<file path="config.mk">
export PLATFORM = sky130hd
export DESIGN_NAME = load_buffer
export DESIGN_NICKNAME = d
export VERILOG_FILES = /design/src/rtl/load_buffer.sv
export SDC_FILE = /design/constraint.sdc
export NUM_CORES = 1
export LEC_CHECK = 0
export ABC_AREA = 1
export CORE_MARGIN = 2
export CORE_UTILIZATION = 43
export CTS_BUF_LIST = sky130_fd_sc_hd__clkbuf_16
export DETAILED_ROUTE_END_ITERATION = 10
export DONT_BUFFER_PORTS = 1
export HOLD_SLACK_MARGIN = 0.03
export PLACE_DENSITY_LB_ADDON = 0.08
export SLEW_MARGIN = 40
export SYNTH_ARGS = -nofsm -noshare
export SYNTH_HDL_FRONTEND = slang
export SYNTH_SLANG_ARGS = --single-unit
export TNS_END_PERCENT = 30
</file>
<file path="constraint.sdc">
create_clock -name clk_in -period 5.3 [get_ports clk_in]
set_input_delay 1.06 -clock clk_in [delete_from_list [all_inputs] [get_ports clk_in]]
set_output_delay 1.06 -clock clk_in [all_outputs]
set_load 0.01 [all_outputs]
</file>
<file path="src/rtl/load_buffer.sv">
// In-order load buffer between the address unit and the memory controller.
// Issues one read at a time, extends the returned data and broadcasts it on the CDB lane.
module load_buffer #(
    parameter int                       LBDepth       = 8,
    parameter int                       LBWidth       = 3,
    parameter logic [31:0]              IOAddr        = 32'h30000,
    parameter int                       ROBWidth      = 4,
    parameter int                       InstTypeWidth = 6,
    parameter logic [InstTypeWidth-1:0] OpLB          = 6'd11,
    parameter logic [InstTypeWidth-1:0] OpLH          = 6'd12,
    parameter logic [InstTypeWidth-1:0] OpLW          = 6'd13,
    parameter logic [InstTypeWidth-1:0] OpLBU         = 6'd14,
    parameter logic [InstTypeWidth-1:0] OpLHU         = 6'd15
) (
    input  logic                     clk_in,
    input  logic                     rst_in,
    input  logic                     rdy_in,
    input  logic                     addrunit_lbuffer_en_in,
    input  logic [31:0]              addrunit_lbuffer_addr_in,
    input  logic [ROBWidth-1:0]      addrunit_lbuffer_dest_in,
    input  logic [InstTypeWidth-1:0] addrunit_lbuffer_opcode_in,
    output logic                     lbuffer_rs_rdy_out,
    input  logic                     rob_lbuffer_rst_in,
    input  logic [ROBWidth-1:0]      rob_lbuffer_head_in,
    input  logic                     rob_lbuffer_store_busy_in,
    output logic                     lbuffer_memctrl_en_out,
    output logic [31:0]              lbuffer_memctrl_addr_out,
    output logic [1:0]               lbuffer_memctrl_size_out,
    input  logic                     memctrl_lbuffer_valid_in,
    input  logic [31:0]              memctrl_lbuffer_data_in,
    output logic [ROBWidth-1:0]      cdb_lbuffer_b_out,
    output logic [31:0]              cdb_lbuffer_result_out
);

    typedef enum logic [1:0] {IDLE, WAIT, DRAIN} state_t;

    state_t state_q, state_d;

    logic [31:0]              addr_mem [LBDepth];
    logic [ROBWidth-1:0]      dest_mem [LBDepth];
    logic [InstTypeWidth-1:0] op_mem   [LBDepth];

    logic [LBWidth-1:0] head, tail;
    logic [LBWidth:0]   count;
    logic               push, pop, issue, eligible;

    function automatic logic [1:0] access_size(input logic [InstTypeWidth-1:0] op);
        if (op == OpLB || op == OpLBU) return 2'd0;
        if (op == OpLH || op == OpLHU) return 2'd1;
        return 2'd2;
    endfunction

    function automatic logic [31:0] extend_data(input logic [InstTypeWidth-1:0] op,
                                                input logic [31:0] raw);
        logic signed [7:0]  raw_b;
        logic signed [15:0] raw_h;
        raw_b = raw[7:0];
        raw_h = raw[15:0];
        if (op == OpLB)  return {{24{raw_b[7]}}, raw_b};
        if (op == OpLH)  return {{16{raw_h[15]}}, raw_h};
        if (op == OpLBU) return {24'd0, raw[7:0]};
        if (op == OpLHU) return {16'd0, raw[15:0]};
        return raw;
    endfunction

    // One slot is kept in reserve for the load already in flight in the address unit.
    assign lbuffer_rs_rdy_out = (int'(count) <= LBDepth - 2);

    assign push = addrunit_lbuffer_en_in && !rob_lbuffer_rst_in;

    always_comb begin
        eligible = (count != '0) && !rob_lbuffer_store_busy_in &&
                   ((addr_mem[head] < IOAddr) || (dest_mem[head] == rob_lbuffer_head_in));
        state_d  = state_q;
        issue    = 1'b0;
        pop      = 1'b0;
        case (state_q)
            IDLE:    if (eligible) begin
                         issue   = 1'b1;
                         state_d = WAIT;
                     end
            WAIT:    if (memctrl_lbuffer_valid_in) begin
                         pop     = 1'b1;
                         state_d = IDLE;
                     end
            DRAIN:   if (memctrl_lbuffer_valid_in) state_d = IDLE;
            default: state_d = IDLE;
        endcase
        // A flushed in-flight read must still be absorbed before the next one can issue.
        if (rob_lbuffer_rst_in) begin
            issue = 1'b0;
            pop   = 1'b0;
            if (state_q == WAIT || state_q == DRAIN)
                state_d = memctrl_lbuffer_valid_in ? IDLE : DRAIN;
            else
                state_d = IDLE;
        end
    end

    always_ff @(posedge clk_in) begin
        if (rst_in)      state_q <= IDLE;
        else if (rdy_in) state_q <= state_d;
    end

    always_ff @(posedge clk_in) begin
        if (!rst_in && rdy_in && push) begin
            addr_mem[tail] <= addrunit_lbuffer_addr_in;
            dest_mem[tail] <= addrunit_lbuffer_dest_in;
            op_mem[tail]   <= addrunit_lbuffer_opcode_in;
        end
    end

    always_ff @(posedge clk_in) begin
        if (rst_in) begin
            head                     <= '0;
            tail                     <= '0;
            count                    <= '0;
            lbuffer_memctrl_en_out   <= 1'b0;
            lbuffer_memctrl_addr_out <= '0;
            lbuffer_memctrl_size_out <= '0;
            cdb_lbuffer_b_out        <= '0;
            cdb_lbuffer_result_out   <= '0;
        end else begin
            cdb_lbuffer_b_out <= '0;
            if (rdy_in) begin
                if (rob_lbuffer_rst_in) begin
                    head                   <= '0;
                    tail                   <= '0;
                    count                  <= '0;
                    lbuffer_memctrl_en_out <= 1'b0;
                end else begin
                    if (push) tail <= tail + 1'b1;
                    if (pop)  head <= head + 1'b1;
                    case ({push, pop})
                        2'b10:   count <= count + 1'b1;
                        2'b01:   count <= count - 1'b1;
                        default: ;
                    endcase
                    if (issue) begin
                        lbuffer_memctrl_en_out   <= 1'b1;
                        lbuffer_memctrl_addr_out <= addr_mem[head];
                        lbuffer_memctrl_size_out <= access_size(op_mem[head]);
                    end else if (pop) begin
                        lbuffer_memctrl_en_out   <= 1'b0;
                    end
                    if (pop) begin
                        cdb_lbuffer_b_out      <= dest_mem[head];
                        cdb_lbuffer_result_out <= extend_data(op_mem[head], memctrl_lbuffer_data_in);
                    end
                end
            end
        end
    end

endmodule

</file>
=== Word level (Yosys, flattened, before mapping) ===
Memories as Yosys holds them, arrays and structs flattened. A register that Yosys moved wholly into a read port is not among the register bits.
Index checks and enable logic that the tools add are counted.
Widths: inputs -> output; s select.

* Eq/ne operators: 11
* Order comparisons: 2
* Multiplexer cells: 78
* Bitwise operators: 3
* $add $sub $neg: 4
* Reductions and logical operators: 27

{| class="wikitable"
|+ Operators with widths
! kind !! count
|-
| $mux 32 || 8
|-
| $mux 1 || 48
|-
| $lt 32x18->1 const B || 1
|-
| $mux 3 || 10
|-
| $eq 6x4->1 const B || 4
|-
| $mux 2 || 9
|-
| $reduce_and 3->1 || 3
|-
| $pmux 4 s2 || 1
|-
| $reduce_and 2->1 || 4
|-
| $add 3x1->3 const B || 2
|-
| $reduce_bool 3->1 || 2
|-
| $logic_and 1x1->1 || 5
|-
| $add 4x1->4 const B || 1
|-
| $eq 2x1->1 const B || 2
|-
| $eq 2x2->1 const B || 2
|-
| $eq 4x4->1 || 1
|-
| $le 4x3->1 const B || 1
|-
| $logic_or 1x1->1 || 4
|-
| $mux 4 || 1
|-
| $pmux 2 s2 || 1
|-
| $reduce_bool 2->1 || 2
|-
| $reduce_bool 4->1 || 1
|-
| $reduce_or 4->1 || 1
|-
| $sub 4x1->4 const B || 1
|-
| other kinds (6) || 10
|}

* Input port bits: 85
* Logic and storage cells: 137
* Memory bits (writable): 336
* Bits in registers: 83
* Memories: 3

{| class="wikitable"
|+ Memories
! name !! depth !! width !! rd ports !! clocked after Yosys merged registers in !! wr ports !! RTL line !! text
|-
| addr_mem || 8 || 32 || 1 || 1 || 1 || 39 || <nowiki>logic [31:0] addr_mem [LBDepth];</nowiki>
|-
| op_mem || 8 || 6 || 1 || 1 || 1 || 41 || <nowiki>logic [InstTypeWidth-1:0] op_mem [LBDepth];</nowiki>
|-
| dest_mem || 8 || 4 || 1 || 1 || 1 || 40 || <nowiki>logic [ROBWidth-1:0] dest_mem [LBDepth];</nowiki>
|}

=== Logic depth before layout (Yosys ltp) ===
Gate-level depths: netlist (run 1).

* Depth after elaboration: 29
* Depth in mapped cells: 20
* Mapped depth without buffers: 18

=== Worst setup path after synthesis (run 1) ===
OpenSTA, ideal clock, no wires.

* Kind: input to register
* Start point: in rst_in
* End point: mem addr_mem[0][0] (enable)
* Arrival time: 3.374 ns
* Stages on the path: 4
* Path slack: 1.485 ns
* Library setup time: 0.442 ns
* Path through: clkinv_1 clkbuf_1 nand4_1 nor2_1

* Longest elaborated chain between the ends: 5

{| class="wikitable"
|+ Ends and longest elaborated chain
! item !! RTL line !! text
|-
| start: declaration || 16 || <nowiki>input logic rst_in,</nowiki>
|-
| $logic_not 1->1 || 106 || <nowiki>if (!rst_in && rdy_in && push) begin</nowiki>
|-
| $logic_and 1x1->1 (2 in a row) || 106 ||
|-
| $mux 1 || 106 ||
|-
| $mux 1 (implied by the code) || 107 || <nowiki>addr_mem[tail] <= addrunit_lbuffer_addr_in;</nowiki>
|-
| end: declaration || 39 ||
|}

Every way passes these cells.

==> impl_metrics.ini, run 1 <==
[routing]
ant_nets = 0
remaining_drc_errors = 0
routed_via_density = 5.10
via_count = 11267
finalWirelength_mm = 44.4
drtIter0Drc = 953
firstDrtPassIters = 5
wl_per_cell_um = 20.1

[sta]
min_period_ns = 3.67
setup_violations = 0
timing_hold_violations_final = 0
hold_slack_ns = 0.455
rsz0062_at_grt = no
clock_skew_ns = 0.0270
finalCritPeriodShare = 0.692
relSlewSlack = 0.415
clock.fmax_mhz = 272
setup_tns_ns = 0
fin_ws_ns = 1.63
worst_pin_slew_ns = 0.877
slew_violations = 0

[clock_tree]
clkSinkCount = 422
clk_path_buf_depth = 3
post_cts_buffers = 0
cts-root-buf = clkbuf_16
htreeDepth = 2
cts_buffers = 46
cts_resized = 0
insertion_delay_ns = 0.58
hold_buffers = 0
cts_tree = yes
clk_pin_slew_ns = 0.06

[place]
hpwl_mm = 27.4
dp_slack_ns = 1.62
gp_congestion = 0.776
placed_area_um2 = 17800
portBuffers = 0

[floorplanning]
fp.dieArea_um2 = 41700
coreArea_um2 = 39600
die_y_um = 204
ios = 157
dieWidth_um = 204
start_util = 0.435
rows = 73

[setup_path]
crit_path_frequent_cell = inv_1
r2r_slack_ns = 1.63
crit_buf_inv = 4
worstRegToRegCells = 11
end_kind = register
crit_family = buffers and inverters
cpMaxStageDelayCell = buf_4
worstPathCellList = inv_6 > buf_4 > o21ai_0 > o22ai_1 > inv_1 > o21ai_1 > inv_1 > nand3_1 > nor2_1 > nor2_2 > a21oi_1
startpoint_type = register
cp_max_fo = 97
worstSetupPathType = reg -> reg
cp.required_ns = 5.72
max_stage_delay_ns = 0.71
crit_arrival_ns = 4.09
reg2reg_to = cdb_lbuffer_result_out[19]

[synth]
synth_seq_area_share = 0.685
netlist_area_um2 = 17200
syn_inst = 1657
synth.area.top_cells = edfxtp_1 59%, nand2_1 10%, dfxtp_1 10%, inv_1 4.3%, a21oi_1 3.0%
yosys.cell_types.count = 32
synth-seq-cells = 422
synth_xor_area_frac = 0.00203
synth.avg_cell_area_um2 = 10.4
synth_top_family_by_area = simple AND/OR/NAND/NOR gates
synthAdderAreaFrac = 0.00552
yosysTopAreaCellShare = 0.586
yosys.area_share.simple = 0.164
synth_compound_gate_area_share = 0.0750
synthMuxAreaShare = 0.000799
syn-num-nets = 1749
synth_warnings = 0
synth_top_area_cell = edfxtp_1

[cells_and_area]
postLayoutCellArea_um2 = 19200
multi_input_area_um2 = 4320
nets = 1735
nFillCells = 3636
seqCellArea_um2 = 11800
drive_gt1_frac = 0.0684
area_growth_syn_to_layout_pct = 11.3

[outcome]
status = finished, final reports clean

[global_route]
grt_antenna_before_repair = 4
grt_max_degree = 166
overflow = 0
grt_first_pass_wirelength_mm = 66.9
grtUsageTotal = 0.215
grt_pass1_vias = 10693

[worst_hold_path]
hold_path_class = reg -> reg
hold_path.startpoint = state_q[1]
hold_end = state_q[1]
hold_depth = 2

[power_and_ir_drop]
powerDensity_nw_per_um2 = 342
ir_worst_vdd_mv = 0.293
static-leakage-power_nw = 7.77

[flow_run]
drv_cap = 0
state kept, by name (all words and copies together) (netlist names), 3 cells and up, named ones only:
| name | count |
|---|---|
| lbuffer_memctrl_addr_out | 32 |
| dest_mem | 32 |
| cdb_lbuffer_result_out | 32 |
| cdb_lbuffer_b_out | 4 |
| tail | 3 |
| count | 4 |
| op_mem | 48 |
| head | 3 |
| addr_mem | 256 |
synthesized netlist by cell type, drive strengths merged:
cell type / count
nand2: 475
edfxtp: 336
inv: 202
nor2: 134
a21oi: 105
dfxtp: 86
o21ai: 82
nand3: 76
buf: 54
a221oi: 32
clkbuf: 29
or2: 17
ha: 6
o22ai: 6
nand4: 4
a211oi: 2
o31ai: 2
xnor2: 2
xor2: 2
a41oi: 1
clkinv: 1
fa: 1
mux2i: 1
nand3b: 1
worst register-to-register path, cell delays in order (launching register included):
cell and delay, ns:
dfxtp_4 0.36, inv_6 0.51, buf_4 0.84, o21ai_0 0.19, o22ai_1 0.22, inv_1 0.10, o21ai_1 0.35, inv_1 0.10
nand3_1 0.13, nor2_1 0.06, nor2_2 0.51, a21oi_1 0.16
layout by cell type (no fill, tap or decap), types with 3 or more instances in the layout:
cell	count
o21ai_1	8
nand3_1	76
nand2_1	474
clkinv_2	5
edfxtp_1	336
clkinv_1	12
a221oi_1	32
nand4_1	4
o22ai_1	6
inv_2	3
buf_4	15
clkbuf_16	46
dfxtp_1	83
inv_6	3
o21ai_0	74
nor2_1	123
ha_1	6
or2_2	17
inv_1	216
buf_16	3
nor2_4	9
a21oi_1	105
cells by family after synthesis:
kind of cell | after synthesis
AOI/OAI and AO/OA | 230
xor gates and xnor gates | 4
adders and majority gates | 7
buffers and inverters | 286
DFF | 422
muxes | 1
and+or+nand+nor | 707
per-layer routing:
metal | up-vias | wire length, um | GRT usage
met1 | 5413 | 21400 | 0.326
met2 | 328 | 18400 | 0.304
li1 | 5469 | - | -
met4 | 2 | 721 | 0.0476
met5 | - | 17 | 0
met3 | 55 | 3900 | 0.0635
how the worst max path moves through the flow:
stage                         from                          end  cells after the start  slack (ns)
final                     register   cdb_lbuffer_result_out[19]                     11        1.63
after CTS                 register   cdb_lbuffer_result_out[19]                     11        1.61
after global routing      register   cdb_lbuffer_result_out[17]                     11        1.32
after floorplan             rst_in               addr_mem[0][0]                      4        1.48
after global placement    register  lbuffer_memctrl_addr_out[7]                     15        1.37
after detailed placement  register   cdb_lbuffer_result_out[18]                     11        1.62
final cells by class:
type / count / share of cell area
multi-input combinational: 949 / 0.225
antenna: 2 / 0.000261
inverter: 203 / 0.0401
clock inverter: 40 / 0.0109
sequential: 422 / 0.616
timing repair buffer: 21 / 0.0128
clock buffer: 46 / 0.0600
tap: 525 / 0.0343
metrics by stage:
step | utilization | power, mW | instances
2_1_floorplan | - | 3.70 | 1657
3_3_place_gp | 0.446 | 3.71 | 2115
4_1_cts | 0.483 | 6.63 | 2205
5_1_grt | 0.484 | 6.76 | 2206
3_5_place_dp | 0.449 | 3.72 | 2119
6_report | 0.484 | 6.56 | 2208
where the power goes:
part	internal [mW]	switching [mW]	leakage [nW]
Combinational	0.0196	0.0415	3.32
Clock	1.62	1.29	0.734
Sequential	3.58	0.00372	3.72
(Power assumes the default switching activity.)
==> run 2, diff against run 1 <==
--- a/config.mk
+++ b/config.mk
@@ -5,7 +5,7 @@
 export SDC_FILE = /design/constraint.sdc
 export NUM_CORES = 1
 export LEC_CHECK = 0
-export ABC_AREA = 1
+export ABC_AREA = 0
 export CORE_MARGIN = 2
 export CORE_UTILIZATION = 43
 export CTS_BUF_LIST = sky130_fd_sc_hd__clkbuf_16
==> constraint.sdc (replaced) <==
create_clock -name clk_in -period 3.7 [get_ports clk_in]
set_input_delay 0.74 -clock clk_in [delete_from_list [all_inputs] [get_ports clk_in]]
set_output_delay 0.74 -clock clk_in [all_outputs]
set_load 0.01 [all_outputs]
==> impl_metrics.ini, run 2 <==
[synth]
synth-seq-cells = 422
synth_top_area_cell = edfxtp_1
yosys.cell_types.count = 45
synth_common_cells = 336 x edfxtp_1, 116 x nand2_1, 86 x dfxtp_1, 72 x mux2i_1, 63 x mux4_2
synth-edff-count = 336
synthAdderAreaFrac = 0.00593
synth_seq_area_share = 0.736
syn_inst = 955
synth_compound_gate_area_share = 0.0418
synth_top_family_by_area = multiplexers
syn-num-nets = 1047
synth_warnings = 0
async_flop_share = 0
synthMuxAreaShare = 0.136
synth.avg_cell_area_um2 = 16.8
synth_top_flop_cell = edfxtp_1
synth.area.top_cells = edfxtp_1 63%, dfxtp_1 11%, mux4_2 8.8%, mux2i_1 4.5%, nand2_1 2.7%
yosys.area_share.simple = 0.0540
synth_xor_area_frac = 0.00491
netlist_area_um2 = 16000
yosysMostFrequentCell = edfxtp_1
yosysTopAreaCellShare = 0.629

[routing]
ant_nets = 0
via_count = 8187
drtIter0Drc = 531
firstDrtPassIters = 5
wl_per_cell_um = 23.4
routed_via_density = 5.49
remaining_drc_errors = 0
finalWirelength_mm = 34.8

[floorplanning]
fp.dieArea_um2 = 38900
ios = 157
die_y_um = 197
coreArea_um2 = 36700
start_util = 0.437
rows = 70
dieWidth_um = 197

[worst_hold_path]
hold_depth = 1
hold_path_class = in -> reg

[cells_and_area]
insertedDiodeCount = 0
nets = 1078
reg_top3 = addr_mem: 256 flops, op_mem: 48 flops
top_register = addr_mem
postLayoutCellArea_um2 = 18200
nFillCells = 3071
area_growth_syn_to_layout_pct = 13.2
largest_register_ffs = 256
final_cell_mix = 336 x edfxtp_1, 116 x nand2_1, 84 x dfxtp_1, 72 x mux2i_1, 63 x mux4_2
layout_commonest_cell = edfxtp_1
final_cell_count_no_fill = 1491
drive_gt1_frac = 0.173

[setup_path]
startpoint_type = register
worstSetupPathType = reg -> reg
crit_family = compound AO/OA/AOI/OAI gates
end_kind = register
max_stage_delay_ns = 0.65
crit_buf_inv = 1
cp_max_fo = 32
worstRegToRegCells = 9
crit_cells = 9
worstPathCellList = buf_4 > mux4_2 > nand2_1 > a211oi_1 > a31oi_1 > nor2_1 > a21oi_2 > o31a_2 > a21oi_1
crit_arrival_ns = 3.69
cpMaxStageDelayCell = dfxtp_4
cp.required_ns = 4.13

[clock_tree]
htreeDepth = 2
cts_buffers = 45
cts_resized = 0
post_cts_buffers = 0
clkSinkCount = 422
cts_tree = yes
cts-root-buf = clkbuf_16
clk_pin_slew_ns = 0.06
clk_path_buf_depth = 3
insertion_delay_ns = 0.57
hold_buffers = 0

[power_and_ir_drop]
p_total_mw = 9.51
static-leakage-power_nw = 6.13
ir_worst_vdd_mv = 0.378
powerDensity_nw_per_um2 = 524

[global_route]
grt_max_degree = 62
grt_first_pass_wirelength_mm = 53.1
grtUsageTotal = 0.183
grt_pass1_vias = 8575
grt_antenna_before_repair = 0
overflow = 0

[sta]
clock.fmax_mhz = 306
worst_pin_slew_ns = 0.758
timing_hold_violations_final = 0
clock_skew_ns = 0.0161
finalCritPeriodShare = 0.883
relSlewSlack = 0.492
rsz0062_at_grt = no
min_period_ns = 3.27
setup_violations = 0
slew_violations = 0

[place]
dpl.cell_count = 1407
gp_congestion = 0.731
portBuffers = 0
hpwl_mm = 19.9
placed_area_um2 = 16700

[flow_run]
drv_cap = 0

[outcome]
status = finished, final reports clean
-- run 2: cell count changes in the layout (fill, tap and decap cells not counted), moves of 14 or more --
cell and delta:
nand2_1 -358, inv_1 -191, nand3_1 -73, mux2i_1 +72, nor2_1 -69, mux4_2 +63, a21oi_1 -56, o21ai_0 -46
a221oi_1 -32, or2_2 -17, o221ai_1 +16, nor3_1 +14
-- run 2: kinds of logic after synthesis --
group,Yosys count
flip-flops,422
AND/OR/NAND/NOR,211
multiplexers,137
AO/OA/AOI/OAI,111
buffers and inverters,58
XOR/XNOR,9
adder cells (fa/ha/maj),7
-- run 2: stage by stage --
stage,TNS [ns],hold WS (ns),util,setup slack [ns]
2_1_floorplan,-8.86,0.478,-,-0.0703
3_3_place_gp,0,0.486,0.456,0.449
3_5_place_dp,0,0.490,0.456,0.393
4_1_cts,0,0.208,0.495,0.397
5_1_grt,0,0.206,0.495,0.112
6_report,0,0.237,0.495,0.433
-- run 2: layout make-up --
cell class	instances	area [um^2]	share of cell area
clock buffer	49	1230	0.0675
clock inverter	35	199	0.0110
sequential	422	11800	0.651
timing repair buffer	33	323	0.0178
inverter	9	33.8	0.00186
multi-input combinational	475	3980	0.219
tap	468	586	0.0322
-- run 2: final timing paths --
| path | start | end | slack [ns] |
|---|---|---|---|
| worst max-delay path | register | cdb_lbuffer_result_out[16] | 0.43 |
| worst min-delay path | rst_in | lbuffer_memctrl_addr_out[31] | 0.24 |
| worst max register to register | register | cdb_lbuffer_result_out[16] | 0.43 |
| worst min register to register | cdb_lbuffer_result_out[0] | cdb_lbuffer_result_out[0] | 0.50 |
-- run 2: report_power, final --
group / internal (mW) / switching [mW]
clock network: 2.51 / 1.80
logic: 0.0262 / 0.0403
registers: 5.13 / 0.00479
-- run 2: layer usage --
metal | share of wire | GRT usage | wire length, um | vias up
met2 | 0.48 | 0.303 | 16600 | 191
met3 | 0.061 | 0.0488 | 2110 | 57
met4 | 0.022 | 0.0507 | 754 | 0
li1 | - | - | - | 3753
met5 | 0 | 0 | 0 | -
met1 | 0.44 | 0.241 | 15400 | 4186
==> run 3, diff against run 2 <==
--- a/config.mk
+++ b/config.mk
@@ -7,7 +7,7 @@
 export LEC_CHECK = 0
 export ABC_AREA = 0
 export CORE_MARGIN = 2
-export CORE_UTILIZATION = 43
+export CORE_UTILIZATION = 45
 export CTS_BUF_LIST = sky130_fd_sc_hd__clkbuf_16
 export DETAILED_ROUTE_END_ITERATION = 10
 export DONT_BUFFER_PORTS = 1
==> impl_metrics.ini, run 3 (same netlist as run 2, synthesis figures left out) <==
[outcome]
status = finished, final reports clean

[clock_tree]
htreeDepth = 2
clk_path_buf_depth = 3
post_cts_buffers = 0
cts_tree = yes
clk_pin_slew_ns = 0.06
cts_resized = 0
clkSinkCount = 422
hold_buffers = 0
cts-root-buf = clkbuf_16
insertion_delay_ns = 0.56
cts_buffers = 45

[setup_path]
crit_arrival_ns = 3.75
end_kind = register
r2r_slack_ns = 0.37
worstSetupPathType = reg -> reg
cp.required_ns = 4.12
worstPathCellList = buf_12 > mux4_2 > nand2_1 > a211oi_1 > a31oi_1 > nor2_1 > a21oi_2 > o31a_2 > a21oi_1
reg2reg_to = cdb_lbuffer_result_out[27]
cp_max_fo = 38
startpoint_type = register
cpMaxStageDelayCell = dfxtp_4
max_stage_delay_ns = 0.67
worstRegToRegCells = 9

[place]
dp_slack_ns = 0.352
hpwl_mm = 20.0
gp_congestion = 0.713
placed_area_um2 = 16800
portBuffers = 0
dpl.cell_count = 1403

[floorplanning]
coreArea_um2 = 35300
rows = 69
die_y_um = 193
ios = 157
start_util = 0.454
dieWidth_um = 193
fp.dieArea_um2 = 37200

[cells_and_area]
nets = 1081
drive_gt1_frac = 0.176
reg_top3 = addr_mem: 256 flops, op_mem: 48 flops
nFillCells = 2882
final_cell_mix = 336 x edfxtp_1, 116 x nand2_1, 84 x dfxtp_1, 72 x mux2i_1, 63 x mux4_2
largest_register_ffs = 256
fin_util = 0.518
layout_commonest_cell = edfxtp_1
postLayoutCellArea_um2 = 18300
final_cell_count_no_fill = 1487
area_growth_syn_to_layout_pct = 14.1
top_register = addr_mem
insertedDiodeCount = 0

[routing]
remaining_drc_errors = 0
wl_per_cell_um = 23.0
dr_wl_met2_mm = 16.4
ant_nets = 0
finalWirelength_mm = 34.1
dr_wl_met3_mm = 2.36
routed_via_density = 5.47
drtIter0Drc = 438
wl_met1_mm = 14.7
firstDrtPassIters = 4
highest_layer = met4
via_count = 8136

[power_and_ir_drop]
powerDensity_nw_per_um2 = 530
static-leakage-power_nw = 6.17
ir_worst_vdd_mv = 0.445

[worst_hold_path]
hold_depth = 1
hold_path_class = in -> reg
hold_path.startpoint = rst_in
hold_end = cdb_lbuffer_result_out[4]

[global_route]
grt_max_degree = 62
grt_antenna_before_repair = 0
overflow = 0
grt_first_pass_wirelength_mm = 50.3
grtUsageTotal = 0.186
grt_pass1_vias = 8159

[sta]
clock.fmax_mhz = 300
worst_pin_slew_ns = 0.737
finalCritPeriodShare = 0.901
slew_violations = 0
rsz0062_at_grt = no
timing_hold_violations_final = 0
fin_ws_ns = 0.367
min_period_ns = 3.33
clock_skew_ns = 0.0155
relSlewSlack = 0.509
setup_violations = 0

[flow_run]
drv_cap = 0
==> run 3: stage by stage <==
step / power, mW / hold slack (ns) / TNS [ns]
after floorplan: 5.29 / 0.478 / -8.86
after global placement: 5.30 / 0.485 / 0
after detailed placement: 5.30 / 0.490 / 0
after CTS: 9.81 / 0.219 / 0
after global routing: 10.0 / 0.216 / 0
final: 9.70 / 0.243 / 0
==> run 3: routing by layer <==
metal  global-route usage  up-vias
met1                0.245     4127
met5                    0        -
met4               0.0590        0
met2                0.304      208
met3               0.0458       43
li1                     -     3758
==> run 3: final cells by class <==
type | instances | area [um^2] | area share
flip-flops and latches | 422 | 11800 | 0.646
multi-input cells | 475 | 3980 | 0.217
clock buffers | 47 | 1180 | 0.0643
well taps | 461 | 577 | 0.0315
repair buffers | 36 | 395 | 0.0216
clock inverters | 37 | 319 | 0.0174
inverters | 9 | 33.8 | 0.00185
==> run 3: worst max path at each step <==
stage | startpoint | endpoint | slack, ns
global route | register | cdb_lbuffer_result_out[19] | 0.17
finish | register | cdb_lbuffer_result_out[27] | 0.37
floorplan | rdy_in | addr_mem[6][0] | -0.07
detailed placement | register | cdb_lbuffer_result_out[27] | 0.35
global placement | register | lbuffer_memctrl_addr_out[24] | 0.43
CTS | register | cdb_lbuffer_result_out[27] | 0.34
==> run 3: power by group <==
group / total, mW / leakage, nW / internal, mW / switching [mW]
clock: 4.50 / 0.771 / 2.71 / 1.79
sequential: 5.13 / 3.72 / 5.13 / 0.00466
combinational: 0.0662 / 1.68 / 0.0267 / 0.0395
==> run 3: worst max-delay path: cells and delay by family, from the launching register on <==
| kind | cells | cell delay (ns) |
|---|---|---|
| flops | 1 | 0.67 |
| buf+inv | 1 | 0.35 |
| mux | 1 | 0.53 |
| compound gates | 5 | 1.37 |
| simple gates | 2 | 0.25 |
